## src/rtl/test1_image_generator_pkg.sv

```systemverilog
// rtl/test1_image_generator_pkg.sv - shared codes, grid constants and scan states
//
// Purpose: object codes, grid dimensions and the scan FSM state type shared by
// the image generator and its object encoder.
package test1_image_generator_pkg;

  localparam logic [2:0] OBJ_EMPTY  = 3'd0;
  localparam logic [2:0] OBJ_BODY   = 3'd1;
  localparam logic [2:0] OBJ_HEAD   = 3'd2;
  localparam logic [2:0] OBJ_APPLE  = 3'd3;
  localparam logic [2:0] OBJ_BORDER = 3'd4;

  localparam int GRID_W = 16;
  localparam int GRID_H = 12;
  localparam int CELLS  = GRID_W * GRID_H;

  typedef enum logic [1:0] {
    ST_EVAL,
    ST_CMP,
    ST_WAIT,
    ST_ADV
  } scan_state_e;

endpackage

```

## src/rtl/test1_image_generator_obj_encoder.sv

```systemverilog
// rtl/test1_image_generator_obj_encoder.sv - priority encoder from cell flags to object code
//
// Ports:
//   border, snake_head, snake_body, apple : flags for the addressed cell
//   obj_code                              : encoded object, border wins, then
//                                           head, body, apple, else empty
module test1_image_generator_obj_encoder
  import test1_image_generator_pkg::*;
(
  input  logic       border,
  input  logic       snake_head,
  input  logic       snake_body,
  input  logic       apple,
  output logic [2:0] obj_code
);

  always_comb begin
    obj_code = OBJ_EMPTY;
    if (border)          obj_code = OBJ_BORDER;
    else if (snake_head) obj_code = OBJ_HEAD;
    else if (snake_body) obj_code = OBJ_BODY;
    else if (apple)      obj_code = OBJ_APPLE;
  end

endmodule

```

## src/rtl/test1_image_generator.sv

```systemverilog
// rtl/test1_image_generator.sv - frame-differencing scan controller for the snake display
//
// Walks the 16x12 grid, encodes the game flags of each cell and compares the
// code against a copy of the last drawn frame. Changed cells raise diff and
// stall the scan until the display driver answers with cmd_done.
//
// Ports:
//   clk, nrst                : clock, asynchronous active-low reset
//   snakeBody/Head, apple,
//   border                   : flags for cell (x,y), valid combinationally
//   mode_pb, GameOver        : restart request levels
//   cmd_done                 : driver finished drawing the current cell
//   x, y                     : current cell
//   obj_code                 : registered code of the current cell
//   diff                     : draw request, held until cmd_done
//   en_update                : one-cycle strobe, frame store entry written
//   enable_loop              : scanner not stalled
//   init_cycle               : first frame after reset/restart, draws all cells
//   sync_reset               : one-cycle restart pulse for downstream blocks
module test1_image_generator
  import test1_image_generator_pkg::*;
(
  input  logic       clk,
  input  logic       nrst,
  input  logic       snakeBody,
  input  logic       snakeHead,
  input  logic       apple,
  input  logic       border,
  input  logic       mode_pb,
  input  logic       GameOver,
  input  logic       cmd_done,
  output logic [3:0] x,
  output logic [3:0] y,
  output logic [2:0] obj_code,
  output logic       diff,
  output logic       en_update,
  output logic       enable_loop,
  output logic       init_cycle,
  output logic       sync_reset
);

  localparam logic [3:0] X_MAX = 4'(GRID_W - 1);
  localparam logic [3:0] Y_MAX = 4'(GRID_H - 1);

  scan_state_e state;
  logic [2:0]  enc_code;
  logic [2:0]  frame_store [CELLS];
  logic [7:0]  cell_idx;

  // Row-major index; y never exceeds 11 so {y,x} stays below 192.
  assign cell_idx = {y, x};

  test1_image_generator_obj_encoder u_obj_encoder (
    .border     (border),
    .snake_head (snakeHead),
    .snake_body (snakeBody),
    .apple      (apple),
    .obj_code   (enc_code)
  );

  always_ff @(posedge clk or negedge nrst) begin
    if (!nrst) begin
      state       <= ST_EVAL;
      x           <= '0;
      y           <= '0;
      obj_code    <= OBJ_EMPTY;
      diff        <= 1'b0;
      en_update   <= 1'b0;
      enable_loop <= 1'b1;
      init_cycle  <= 1'b1;
      sync_reset  <= 1'b0;
      for (int i = 0; i < CELLS; i++) frame_store[i] <= OBJ_EMPTY;
    end else begin
      en_update  <= 1'b0;
      sync_reset <= 1'b0;
      // Restart wins over everything, including a cmd_done on the same edge.
      if (mode_pb || GameOver) begin
        state       <= ST_EVAL;
        x           <= '0;
        y           <= '0;
        diff        <= 1'b0;
        enable_loop <= 1'b1;
        init_cycle  <= 1'b1;
        sync_reset  <= 1'b1;
        for (int i = 0; i < CELLS; i++) frame_store[i] <= OBJ_EMPTY;
      end else begin
        case (state)
          ST_EVAL: begin
            obj_code <= enc_code;
            state    <= ST_CMP;
          end
          ST_CMP: begin
            if (init_cycle || (obj_code != frame_store[cell_idx])) begin
              diff                  <= 1'b1;
              en_update             <= 1'b1;
              frame_store[cell_idx] <= obj_code;
              enable_loop           <= 1'b0;
              state                 <= ST_WAIT;
            end else begin
              state <= ST_ADV;
            end
          end
          ST_WAIT: begin
            if (cmd_done) begin
              diff        <= 1'b0;
              enable_loop <= 1'b1;
              state       <= ST_ADV;
            end
          end
          ST_ADV: begin
            if (x == X_MAX) begin
              x <= '0;
              if (y == Y_MAX) begin
                y          <= '0;
                init_cycle <= 1'b0;
              end else begin
                y <= y + 4'd1;
              end
            end else begin
              x <= x + 4'd1;
            end
            state <= ST_EVAL;
          end
          default: state <= ST_EVAL;
        endcase
      end
    end
  end

endmodule

```

## config.mk

```make
export PLATFORM = sky130hd
export DESIGN_NAME = test1_image_generator
export DESIGN_NICKNAME = d
export VERILOG_FILES = /design/src/rtl/test1_image_generator_pkg.sv /design/src/rtl/test1_image_generator_obj_encoder.sv /design/src/rtl/test1_image_generator.sv
export SDC_FILE = /design/constraint.sdc
export NUM_CORES = 1
export LEC_CHECK = 0
export BUFFER_PORTS_ARGS = -buffer_cell sky130_fd_sc_hd__clkbuf_2
export CORE_MARGIN = 3
export CORE_UTILIZATION = 29
export DETAILED_ROUTE_END_ITERATION = 7
export REMOVE_ABC_BUFFERS = 1
export SYNTH_ARGS = -nofsm -noshare
export SYNTH_HDL_FRONTEND = slang
export SYNTH_SLANG_ARGS = --single-unit
```

## constraint.sdc

```tcl
create_clock -name clk -period 4.9 [get_ports clk]
set_input_delay 0.245 -clock clk [delete_from_list [all_inputs] [get_ports clk]]
set_output_delay 0.245 -clock clk [all_outputs]
set_load 0.005 [all_outputs]
```

### Word-level counts from Yosys, hierarchy flattened

Cells that the tools add are included.

* add/subtract/negate cells: 2
* order comparisons: 2
* equal/unequal tests: 8
* mux-type cells: 40
* bitwise operators: 2
* reduce and logical (&&, ||, !) cells: 15

Operator list (number)
* $mux 576: 3
* $bwmux 576: 1
* $mux 4: 7
* $bmux 3 s8: 1
* $demux 3 s8: 1
* $mux 3: 6
* $mux 1: 15
* $reduce_bool 2->1: 5
* $ge 9x9->1 const B: 1
* $lt 9x1->1 const B: 1
* $not 8->9: 1
* $add 4x1->4 const B: 2
* $eq 4x4->1 const B: 2
* $pmux 2 s4: 1
* $mux 2: 3
* $ne 3x3->1 const B: 2
* $reduce_and 2->1: 3
* $reduce_and 3->1: 2
* $eq 2x2->1 const B: 2
* $pmux 1 s2: 2
* $ne 3x3->1: 1
* $reduce_bool 3->1: 1
* $eq 2x1->1 const B: 1
* $logic_not 2->1: 1
* other kinds (3): 4

* register bits after elaboration: 594
* output and inout bits: 16

### Longest topological paths before layout

* depth in word-level cells: 9
* gate-level depth with buffers: 16
* gate-level depth less buffers: 9

### Hierarchy

A second synthesis with hierarchy kept.

* cells, all modules: 2665
* area, all modules: 33239.4 um^2

By module, submodules not included
* test1_image_generator: times used 1, cells an instance 2659, area each 33204.3 um^2, sequential area each 14866.8 um^2
* test1_image_generator_obj_encoder: times used 1, cells an instance 6, area each 35.0 um^2, sequential area each 0.0 um^2

### Worst setup path before layout

No wires, ideal clock.

* path kind: register to register
* from: register x[0]
* to: register state[0]
* setup time: 126 ps
* arrival: 3192 ps
* data required time: 4774 ps
* path slack: 1582 ps
* cell stages (with the launch flop): 14
* period minus slack after synthesis: 3318 ps
* cells stage by stage: dfrtp_1 > buf_6 > buf_8 > buf_4 > mux4_2 > a221oi_1 > o21ai_0 > a221oi_2 > a311oi_1 > o2bb2ai_4 > buf_6 > buf_6 > nor3b_1 > o311a_1

* cells in the longest elaborated chain, start to end: 9

RTL lines
* start, declared: RTL line test1_image_generator.sv:32 `output logic [3:0] x,`
* start signal, assigned: RTL line test1_image_generator.sv:120 `x <= x + 4'd1;`
* $not 8->9 (not written as such): RTL line test1_image_generator.sv:93 `if (init_cycle || (obj_code != frame_store[cell_idx])) begin`
* $bmux 3 s8: RTL line test1_image_generator.sv:93
* $mux 3 (not written as such) (2 in a row): RTL line test1_image_generator.sv:93
* $ne 3x3->1: RTL line test1_image_generator.sv:93
* $logic_or 1x1->1: RTL line test1_image_generator.sv:93
* $mux 1: RTL line test1_image_generator.sv:93
* $pmux 2 s4: RTL line test1_image_generator.sv:87 `case (state)`
* $mux 2: RTL line test1_image_generator.sv:77 `if (mode_pb || GameOver) begin`
* end signal, assigned: RTL line test1_image_generator.sv:78 `state <= ST_EVAL;`
* end signal, assigned: RTL line test1_image_generator.sv:90 `state <= ST_CMP;`
* end signal, assigned: RTL line test1_image_generator.sv:98 `state <= ST_WAIT;`
* end, declared: RTL line test1_image_generator.sv:45 `scan_state_e state;`

Every way passes these cells. The select of a mux whose other input is x is not followed.
A chain may end at the register's enable or synchronous reset.

### Worst setup path in the final report

* from: register x[0]
* to: register frame_store[182] in the netlist's numbering

* cells in the longest elaborated chain, start to end: 9
* elaborated cells between the ends (all ways): 17
* classes of those cells: order compare (2); eq/ne (1); mux (9); bitwise (1); reduce/logical (4)

RTL lines
* $not 8->9 (not written as such) (*): RTL line test1_image_generator.sv:93, test1_image_generator.sv:96
* parallel branches: the longest is 8 deep, another holds $bmux 3 s8
* end signal, assigned by index: RTL line test1_image_generator.sv:96 `frame_store[cell_idx] <= obj_code;`
* end, declared: RTL line test1_image_generator.sv:47 `logic [2:0] frame_store [CELLS];`

Every way passes the cells marked *. The select of a mux whose other input is x is not followed.

==> results by group <==
Global route
  – Grt ovf: 0
  – Grt met1 use: 23.8%
  – GRT Resource Usage Total: 16.7%
  – Vias in the first global route: 22600
  – Maximum number of pins on one net before global-route repair: 190
  – Antenna violations before repair: 1
  – GRT busiest layer: met2
  – Grt met2 use: approximately a quarter
  – First-pass GRT wire length: approximately 150000 um
  – GR Util met3: 3.94%

Clock tree
  – Clock Path Buffers: 3
  – CTS sink count: around 590
  – CTS buffer count: 68
  – Clk Latency, worst-skew pair: 0.61 ns
  – Reg clk slew, reported paths: 0.06 ns
  – Root buffer cell: clkbuf_16
  – CTS tree: built
  – Htree depth: 3

Power
  – Power per cell area: slightly below 300 nW/um2
  – Tot Pwr: 0.0108 W
  – Leakage: 17.9 nW
  – Pint: ~0.0080 W
  – Switching power: 0.00279 W
  – VDD IR max: 0.000242 V
  – Combinational power share: 7.4%
  – Sw Ratio: 25.9%
  – Clk pwr share: a little under half
  – Sequential share of power: 45.8%

Finish
  – Layout area overhead: 12.9%
  – Most common cell after layout, fill and taps aside: mux2i_1
  – Final Net Count: 2689
  – Final std cells w/o fill: roughly 4200
  – Commonest non-fill, non-tap cells in the layout: 653 x mux2i_1, 601 x nand2_1, 587 x dfrtp_1
  – Layout cell share with drive strength beyond 1: 20.9%

Worst setup path
  – Crit start category: flop
  – Largest stage delay, worst path: 0.72 ns
  – Critical path data required time: 5.33 ns
  – WS Path Type: reg2reg
  – Crit path cell chain: buf_12, buf_12, mux4_2, mux4_2, a21oi_1, o32ai_1, xnor2_1, a221oi_4, buf_12, buf_12, o2111ai_1, mux2i_1
  – Critical path's slowest cell: dfrtp_4
  – CP max FO: 29
  – RR Startpoint: x[0]
  – CP endpoint kind: flop
  – Worst path most repeated cell: buf_12
  – Critical Path AT: 5.02 ns
  – Critical Path Source: x[0]

Timing
  – Peak Freq: roughly 220 MHz
  – Clk_skew: between 0.02 and 0.03 ns
  – Final Hold Viols: 0
  – Final slew viol count: 0
  – Final critical-path required period: 4.59 ns
  – Slew margin rel.: 16.5%
  – Setup-failing EPs final: 0
  – RSZ-0062 raised after global routing: false
  – Period utilization: 93.7%
  – Worst-Margin Slew: 1.25 ns
  – Setup TNS: 0 ns

Job
  – # Max-Cap Violations: 0

Placement
  – Routability cong.: 0.821
  – DP Cell Count: 4080
  – DP HPWL: 61100 um
  – I/O Buffers: 24

Synthesis
  – Yosys warning count: 0
  – Mapped Cells: 2696
  – Post-synth EDFFs: 0
  – Synth cell types: 65
  – Cell Area, Synth: about 33000 um2
  – #FFs+latches synth: around 600
  – Primary FF master, synth: dfrtp_1
  – Sequential fraction of the synthesis area: 45.2%
  – Avg Cell Area, Syn: 12.2 um2
  – Asr flop ratio synth: 100%

Drt
  – Via Count: 21800
  – DRT Wirelength: slightly below 100000 um
  – Remaining antenna violation count: 0
  – Router iterations before antenna repair: 5
  – Avg WL per Cell: 23.2 um
  – Avg Vias per Cell: 5.18
  – DRT iter0 DRCs: 2014
  – Post-route DRC: 0

Floorplan
  – Die Area: around 120000 um2
  – Die width: 343 um
  – I/O pin count: 25
  – Die height: 343 um
  – Initial core utilization: 29.5%
  – Core area: 112000 um2
  – FP Rows: 122

Min path
  – HP Class: in2reg
  – Worst Hold Launch: mode_pb

Run status
  – Status: complete, no violations
[routing by layer]
layer | wire, um | up-vias | part of all wire (%)
met2 | 44100 | 625 | 45
met3 | 6560 | 163 | 6.7
li1 | - | 9676 | -
met4 | 2800 | 0 | 2.9
met1 | 44100 | 11300 | 45
met5 | 0 | - | 0
[worst paths after layout]
| check | slack [ns] | end | cells past startpoint |
|---|---|---|---|
| setup reg to reg | 0.31 | frame_store[182] | 12 |
| setup / recovery | 0.31 | frame_store[182] | 12 |
| max in group asynchronous | 3.33 | x[2] | 3 |
| hold / removal | 0.28 | frame_store[205] | 5 |
| min in group asynchronous | 0.30 | frame_store[69] | 2 |
| hold reg to reg | 0.52 | frame_store[72] | 2 |
[synthesized netlist by cell type (5+ instances only)]
library cell	n	area share (%)
buf_1	10	0.11
o211ai_1	8	0.18
buf_4	8	0.18
mux2i_1	653	20
buf_12	9	0.55
nor3_1	11	0.17
o22ai_1	15	0.29
nand3_1	11	0.17
a211oi_1	5	0.11
nor2_1	34	0.39
a21oi_1	16	0.24
buf_2	28	0.43
nand2b_1	6	0.11
a22oi_1	29	0.66
inv_1	13	0.15
o2111ai_1	43	1.1
o211ai_2	30	1.1
nor2b_1	9	0.17
buf_8	7	0.32
mux4_2	113	7.7
and2_1	18	0.34
o211ai_4	118	7.6
nand2_1	604	6.9
buf_6	30	1.0
and3_1	7	0.13
clkbuf_1	172	2.0
o221ai_1	6	0.16
a221oi_1	5	0.13
mux2_2	5	0.17
dfrtp_1	592	45
o21ai_0	12	0.18
ha_1	12	0.46
a22o_1	5	0.13
[flip-flops by register name, summed over array words and instances, names as in the netlist]
register     count
sync_reset       1
y                4
init_cycle       1
diff             1
state            2
en_update        1
frame_store    576
x                4
obj_code         3
enable_loop      1
[what timing repair did]
action	in CTS	in global routing
endpoints found under the setup margin	0	0
endpoints found under the hold margin	91	0
gates resized for setup	0	0
hold buffers	6	0
buffers inserted	0	0
[cell type report]
type                    instances  area, um2
fillers                     11000      74500
multi-input cells            1824      16500
flip-flops and latches        594      14900
clock buffers                 102       1990
well taps                    1488       1860
repair buffers                166       1650
clock inverters                19        160
inverters                      14       52.6
diodes                          1       2.50
[critical path: cells and delay by family (launching register included)]
| family | cells | cell delay [ns] |
|---|---|---|
| xor+xnor | 1 | 0.18 |
| buf+inv | 4 | 0.99 |
| flops | 1 | 0.72 |
| compound gates | 4 | 1.20 |
| mux | 3 | 1.26 |
[per-stage QoR]
step	utilization (%)	worst slack [ns]	hold slack (ns)	area, um2
CTS	33.3	0.330	0.242	37100
global placement	31.3	0.385	0.359	34900
floorplan	-	-26.91	-0.0506	31400
global route	33.3	0.182	0.281	37100
detailed placement	31.3	0.367	0.355	34900
finish	33.3	0.311	0.277	37100
[logic make-up after synthesis]
logic type	after synthesis	share of synthesized area, %
compound gates	321	13.0
xor+xnor	4	0.107
fa+ha+maj	12	0.457
buf+inv	278	4.74
flops	594	45.2
mux	771	27.8
simple gates	716	8.72
[power groups by stage]
| stage | clock network (W) | logic [W] | registers (W) |
|---|---|---|---|
| 2_1_floorplan | 0 | 0.000371 | 0.00501 |
| 3_3_place_gp | 0 | 0.000791 | 0.00502 |
| 3_5_place_dp | 0 | 0.000790 | 0.00502 |
| 4_1_cts | 0.00516 | 0.000799 | 0.00493 |
| 5_1_grt | 0.00536 | 0.000848 | 0.00493 |
| 6_report | 0.00505 | 0.000792 | 0.00493 |
Note: power is estimated with default switching activity, not from simulation.
